$ cat src/rtl/snd_req_arbiter.sv
// -----------------------------------------------------------------------------
// snd_req_arbiter
//   Shares the single sndm sound player among several independent requesters.
//   One-cycle requests are latched into pending bits (with their sound mode)
//   so none are lost while a sound plays. The arbiter issues exactly one
//   snd_trig/grant pulse per granted request and follows sndm's playing flag,
//   then inserts a silence gap before the next trigger.
//
//   Optional build macro: SND_REQ_ARB_RR_EN
//     defined   -> round-robin winner selection (search starts at rr_ptr)
//     undefined -> fixed priority, index 0 highest (no rr_ptr register)
//
// Ports
//   clk_1mhz     in   system clock (1 MHz)
//   rst          in   synchronous active-high reset
//   req          in   per-requester request pulse (a level re-requests)
//   req_mode     in   3-bit mode per requester, requester i at [3i+2:3i]
//   flush        in   drop all pending requests (beats a same-cycle req)
//   snd_playing  in   sndm busy flag
//   snd_trig     out  one-cycle trigger to sndm
//   snd_mode     out  mode to sndm, held from one grant to the next
//   grant        out  one-hot grant pulse, coincident with snd_trig
//   pending      out  registered pending bits
//   overwrite    out  pulse when a pending request is re-requested
//   timeout_err  out  pulse when snd_playing never rose after a trigger
//   busy         out  high whenever the sequencer is not idle
// -----------------------------------------------------------------------------
module snd_req_arbiter #(
  parameter int unsigned NUM_REQ       = 4,
  parameter int unsigned GAP_CYCLES    = 20000,
  parameter int unsigned START_TIMEOUT = 1000
) (
  input  logic                   clk_1mhz,
  input  logic                   rst,
  input  logic [NUM_REQ-1:0]     req,
  input  logic [3*NUM_REQ-1:0]   req_mode,
  input  logic                   flush,
  input  logic                   snd_playing,
  output logic                   snd_trig,
  output logic [2:0]             snd_mode,
  output logic [NUM_REQ-1:0]     grant,
  output logic [NUM_REQ-1:0]     pending,
  output logic                   overwrite,
  output logic                   timeout_err,
  output logic                   busy
);

  localparam int unsigned CNT_MAX = (GAP_CYCLES > START_TIMEOUT) ? GAP_CYCLES : START_TIMEOUT;
  localparam int unsigned CNT_W   = (CNT_MAX < 1) ? 1 : $clog2(CNT_MAX + 1);
  localparam int unsigned IDX_W   = (NUM_REQ < 2) ? 1 : $clog2(NUM_REQ);

  localparam logic [CNT_W-1:0] C_GAP    = CNT_W'(GAP_CYCLES);
  localparam logic [CNT_W-1:0] C_TO     = CNT_W'(START_TIMEOUT);
  localparam logic [CNT_W-1:0] C_ONE    = CNT_W'(1);
  localparam bit               GAP_EN   = (GAP_CYCLES != 0);
  localparam logic [IDX_W-1:0] IDX_LAST = IDX_W'(NUM_REQ - 1);

  typedef enum logic [1:0] {
    S_IDLE       = 2'd0,
    S_WAIT_START = 2'd1,
    S_WAIT_END   = 2'd2,
    S_GAP        = 2'd3
  } state_t;

  state_t             r_state;
  logic [NUM_REQ-1:0] r_pend;
  logic [2:0]         r_mode_q [NUM_REQ];
  logic [CNT_W-1:0]   r_cnt;

  logic [IDX_W-1:0]   w_base;
  logic [IDX_W-1:0]   w_cand;
  logic [IDX_W-1:0]   w_win_idx;
  logic               w_win_vld;
  logic               w_do_grant;
  logic               w_ovr;
  logic               w_cnt_last;
  logic [NUM_REQ-1:0] w_grant_vec;
  logic [NUM_REQ-1:0] w_pend_nxt;

  assign pending = r_pend;

  // Counter at 1 (or 0 for a degenerate load) is the final cycle of a wait.
  assign w_cnt_last = (r_cnt == '0) || (r_cnt == C_ONE);

`ifdef SND_REQ_ARB_RR_EN
  logic [IDX_W-1:0] r_rr_ptr;
  assign w_base = r_rr_ptr;
`else
  assign w_base = '0;
`endif

  // Winner search: first set pending bit starting at w_base, wrapping.
  always_comb begin
    w_win_idx = '0;
    w_win_vld = 1'b0;
    w_cand    = '0;
    for (int k = 0; k < int'(NUM_REQ); k++) begin
      w_cand = IDX_W'((int'(w_base) + k) % int'(NUM_REQ));
      if (!w_win_vld && r_pend[w_cand]) begin
        w_win_vld = 1'b1;
        w_win_idx = w_cand;
      end
    end
  end

  // Pending bookkeeping. A flush suppresses a grant in the same cycle so a
  // flushed request can never be played.
  always_comb begin
    w_grant_vec = '0;
    w_do_grant  = (r_state == S_IDLE) && w_win_vld && !flush;
    if (w_do_grant) begin
      w_grant_vec[w_win_idx] = 1'b1;
    end
    w_pend_nxt = (r_pend & ~w_grant_vec) | req;
    if (flush) begin
      w_pend_nxt = '0;
    end
    // Re-requesting the index being granted right now loses nothing.
    w_ovr = !flush && (|(req & r_pend & ~w_grant_vec));
  end

  // Sequencer and registered outputs.
  always_ff @(posedge clk_1mhz) begin
    if (rst) begin
      r_state     <= S_IDLE;
      r_pend      <= '0;
      r_cnt       <= '0;
      snd_trig    <= 1'b0;
      snd_mode    <= '0;
      grant       <= '0;
      overwrite   <= 1'b0;
      timeout_err <= 1'b0;
      busy        <= 1'b0;
      for (int i = 0; i < int'(NUM_REQ); i++) begin
        r_mode_q[i] <= '0;
      end
`ifdef SND_REQ_ARB_RR_EN
      r_rr_ptr    <= '0;
`endif
    end else begin
      r_pend      <= w_pend_nxt;
      overwrite   <= w_ovr;
      snd_trig    <= 1'b0;
      grant       <= '0;
      timeout_err <= 1'b0;

      for (int i = 0; i < int'(NUM_REQ); i++) begin
        if (req[i] && !flush) begin
          r_mode_q[i] <= req_mode[3*i +: 3];
        end
      end

      case (r_state)
        S_IDLE: begin
          if (w_do_grant) begin
            snd_trig <= 1'b1;
            grant    <= w_grant_vec;
            snd_mode <= r_mode_q[w_win_idx];
            r_cnt    <= C_TO;
            r_state  <= S_WAIT_START;
            busy     <= 1'b1;
`ifdef SND_REQ_ARB_RR_EN
            r_rr_ptr <= (w_win_idx == IDX_LAST) ? '0 : w_win_idx + IDX_W'(1);
`endif
          end
        end

        S_WAIT_START: begin
          if (snd_playing) begin
            r_cnt   <= '0;
            r_state <= S_WAIT_END;
          end else if (w_cnt_last) begin
            timeout_err <= 1'b1;
            if (GAP_EN) begin
              r_cnt   <= C_GAP;
              r_state <= S_GAP;
            end else begin
              r_cnt   <= '0;
              r_state <= S_IDLE;
              busy    <= 1'b0;
            end
          end else begin
            r_cnt <= r_cnt - C_ONE;
          end
        end

        S_WAIT_END: begin
          if (!snd_playing) begin
            if (GAP_EN) begin
              r_cnt   <= C_GAP;
              r_state <= S_GAP;
            end else begin
              r_state <= S_IDLE;
              busy    <= 1'b0;
            end
          end
        end

        S_GAP: begin
          if (w_cnt_last) begin
            r_cnt   <= '0;
            r_state <= S_IDLE;
            busy    <= 1'b0;
          end else begin
            r_cnt <= r_cnt - C_ONE;
          end
        end

        default: begin
          r_state <= S_IDLE;
          busy    <= 1'b0;
        end
      endcase
    end
  end

endmodule

$ cat config.mk
export PLATFORM = sky130hd
export DESIGN_NAME = snd_req_arbiter
export DESIGN_NICKNAME = d
export VERILOG_FILES = /design/src/rtl/snd_req_arbiter.sv
export SDC_FILE = /design/constraint.sdc
export NUM_CORES = 1
export LEC_CHECK = 0
export ABC_AREA = 1
export CAP_MARGIN = 10
export CORE_MARGIN = 2
export CORE_UTILIZATION = 45
export CTS_CLUSTER_DIAMETER = 30
export DETAILED_ROUTE_END_ITERATION = 6
export GPL_ROUTABILITY_DRIVEN = 0
export GPL_TIMING_DRIVEN = 0
export PLACE_DENSITY = 0.74
export SYNTH_ARGS = -nofsm -noshare
export SYNTH_HDL_FRONTEND = slang
export SYNTH_SLANG_ARGS = --single-unit
$ cat constraint.sdc
create_clock -name clk_1mhz -period 4 [get_ports clk_1mhz]
set_input_delay 1.2 -clock clk_1mhz [delete_from_list [all_inputs] [get_ports clk_1mhz]]
set_output_delay 1.2 -clock clk_1mhz [all_outputs]
set_load 0.05 [all_outputs]
==> metrics <==
leak pwr=between 1 and 1.5 nW; cts bufs inserted=5; Port Buffer Count=34; TritonCTS clock tree=done; Buf+Inv Stages, Crit Path=1; Reg clk slew, reported paths=about 90 ps; MaxCap Viol Count=0; post-synth cell types=22; main flop type after synthesis=dfxtp_1; Setup Fix Bufs, Post-CTS=0; GR Overflow Total=0; most frequent cells after synthesis=nand2_1, inv_1, nor2_1; DR WL met3=~180 µm; vias after detailed routing=around 2,000; outcome=finished clean; worst-path fanout max=5; post-synthesis cell area=around 0.0023 mm²; delay-heaviest family, CP=buffers and inverters; Area after DPL=about 0.0027 mm²; Die Y=roughly 76 µm; #FFs+latches synth=between 40 and 50; Area contributors post-synth=dfxtp_1, edfxtp_1, nand2_1; Clock Latency Late Sink=~300 ps; Met2 Routed Length=approximately 2300 µm; worst path required time=~2800 ps; CP endpoint kind=primary output; min Tclk post-route=2764 ps; pin count of the biggest net entering global routing=16; Slew @ Worst Pin=roughly 500 ps; clk_skew=approximately 5.5 ps; final non-filler cell area=0.002840 mm²; CP peak stage delay=840 ps; Tot GR Track Use=between 10% and 20%; EDFF count, synth=12; Storage cell area=between 0.001 and 0.0015 mm²; cts hold-fix bufs=0; Post-Place Cells=430; Seq/Total Area, Yosys=between 40% and 50%; critical path cell sequence=clkdlybuf4s50_1; number of global-route vias before repair=around 1,900; placed wire-length estimate=between 3000 and 4000 µm; crit path launch type=flop; Max Fclk=roughly 360 MHz; Cell Pwr Density=between 500 and 600 mW/mm²; Setup TNS Final=0 ps; cts repair resizes=0; Clock Sinks=44; top-area cell type share of the netlist area=between 20% and 30%; Setup WS post-layout=1236 ps; P&R area growth vs syn=23.37%; initial antenna violation count=0; most numerous cell in the Yosys netlist=nand2_1; Vias/cell=4.632; Critical Path AT=approximately 1600 ps; nets=a little under 400; Fill cells=~480; CTS root buffer=clkbuf_8; DRT antenna net count=0; share of cells above drive strength 1=4.891%; starting density of the core=a little under half; RSZ-0062 raised after global routing=no; I/O Pins=35; Hold Vio Cnt, Final=0; Mapped Cells=326; post-synth top area cell=dfxtp_1; H-tree depth=2; wire length on met1=~2400 µm; total power=~1.7 mW; total wire length=approximately 4900 µm; row count=26; Chip Width=around 76 µm; CTS max path bufs=2; fin crit share=just under 70%; Ys Warns=0; Die Area=between 0.005 and 0.006 mm²; Peak supply drop=roughly 0.00042 V; average wire per standard cell=approximately 11 µm; drc violations=0; synthesized net count=approximately 350; Async S/R FF share, synth=0%; highest-delay cell along the critical path=clkdlybuf4s50_1; drt initial violations=between 100 and 150; pre-CTS WS=about 1100 ps; Non-Filler Instances=around 440; top sig layer=met4; Initial DRT Pass Iterations=4; kind of critical path=flop to primary output; syn avg cell area=around 7.1 µm²; Ant. Diodes=0; hold crit path type=flop to flop; headroom to the max-slew limit=between 60% and 70%; core region area=about 0.0050 mm²; footprint of the multi-input gates=approximately 0.0011 mm²; final setup violation count=0; first-pass GRT wire length=between 8000 and 9000 µm; Slew Limit Fails=0
sequential cells by signal, indices dropped and copies added (netlist names):
register and cells:
timeout_err 1, busy 1, r_cnt 15, pending 4
r_mode_q 12, r_state 2, snd_mode 3, grant 4
snd_trig 1, overwrite 1
layer usage:
layer | track usage, % | vias to the layer above
li1 | - | 1095
met1 | 26.78 | 893
met2 | 31.11 | 35
met3 | 4.233 | 6
met4 | 4.288 | 0
met5 | 0 | -
stage by stage:
step / hold slack, ps / util, %
2_1_floorplan: 421.5 / -
3_3_place_gp: 449.8 / 54.50
3_5_place_dp: 454.1 / 54.50
4_1_cts: 471.8 / 56.69
5_1_grt: 508.5 / 56.69
6_report: 462.7 / 56.69
layout make-up:
cell class,count,share of cell area (%)
buffer,3,0.6608
clock buffer,6,3.304
clock inverter,2,0.5727
inverter,59,7.974
multi-input combinational,220,37.18
sequential,44,35.24
tap,70,3.084
timing repair buffer,34,11.98
cells in the final DEF (no fill, tap or decap):
| cell | instances |
|---|---|
| inv_1 | 58 |
| nand2_1 | 75 |
| dfxtp_1 | 32 |
| clkbuf_16 | 1 |
| inv_6 | 2 |
| clkbuf_1 | 2 |
| a21oi_1 | 18 |
| buf_6 | 1 |
| o21ai_0 | 22 |
| nand3_1 | 20 |
| nor2_1 | 56 |
| xor2_1 | 3 |
| ha_1 | 8 |
| clkdlybuf4s50_1 | 34 |
| edfxtp_1 | 12 |
| nor3_1 | 2 |
| nand4_1 | 2 |
| clkinvlp_4 | 1 |
| clkbuf_8 | 5 |
| nand3b_1 | 3 |
| nor2_4 | 2 |
| nor2_2 | 3 |
| a22o_1 | 2 |
| nand2_2 | 1 |
| o21ai_1 | 1 |
| nand2_4 | 2 |
where the power goes:
| part | total [mW] | switching, mW | leakage [nW] | internal, mW |
|---|---|---|---|---|
| sequential | 0.590 | 0.0589 | 0.384 | 0.531 |
| combinational | 0.739 | 0.484 | 0.895 | 0.255 |
| clock | 0.329 | 0.166 | 0.0530 | 0.163 |
cells by family (layout without fill, tap and decap cells):
| kind of cell | count (synthesis) | after routing | synth area share (%) |
|---|---|---|---|
| xor gates and xnor gates | 3 | 3 | 1.142 |
| DFF | 44 | 44 | 43.48 |
| adders and majority gates | 8 | 8 | 4.348 |
| buffers and inverters | 62 | 104 | 10.65 |
| and+or+nand+nor | 166 | 166 | 30.71 |
| AOI/OAI and AO/OA | 43 | 43 | 9.674 |
worst paths after layout:
kind / startpoint / end / slack, ps / cells after the start
setup reg to reg: r_state[1] / r_cnt[5] / 2140 / 11
setup / recovery: pending[0] / pending[0] / 1240 / 1
hold reg to reg: busy / busy / 460 / 2
hold / removal: busy / busy / 460 / 2
Note: power is estimated with default switching activity, not from simulation.
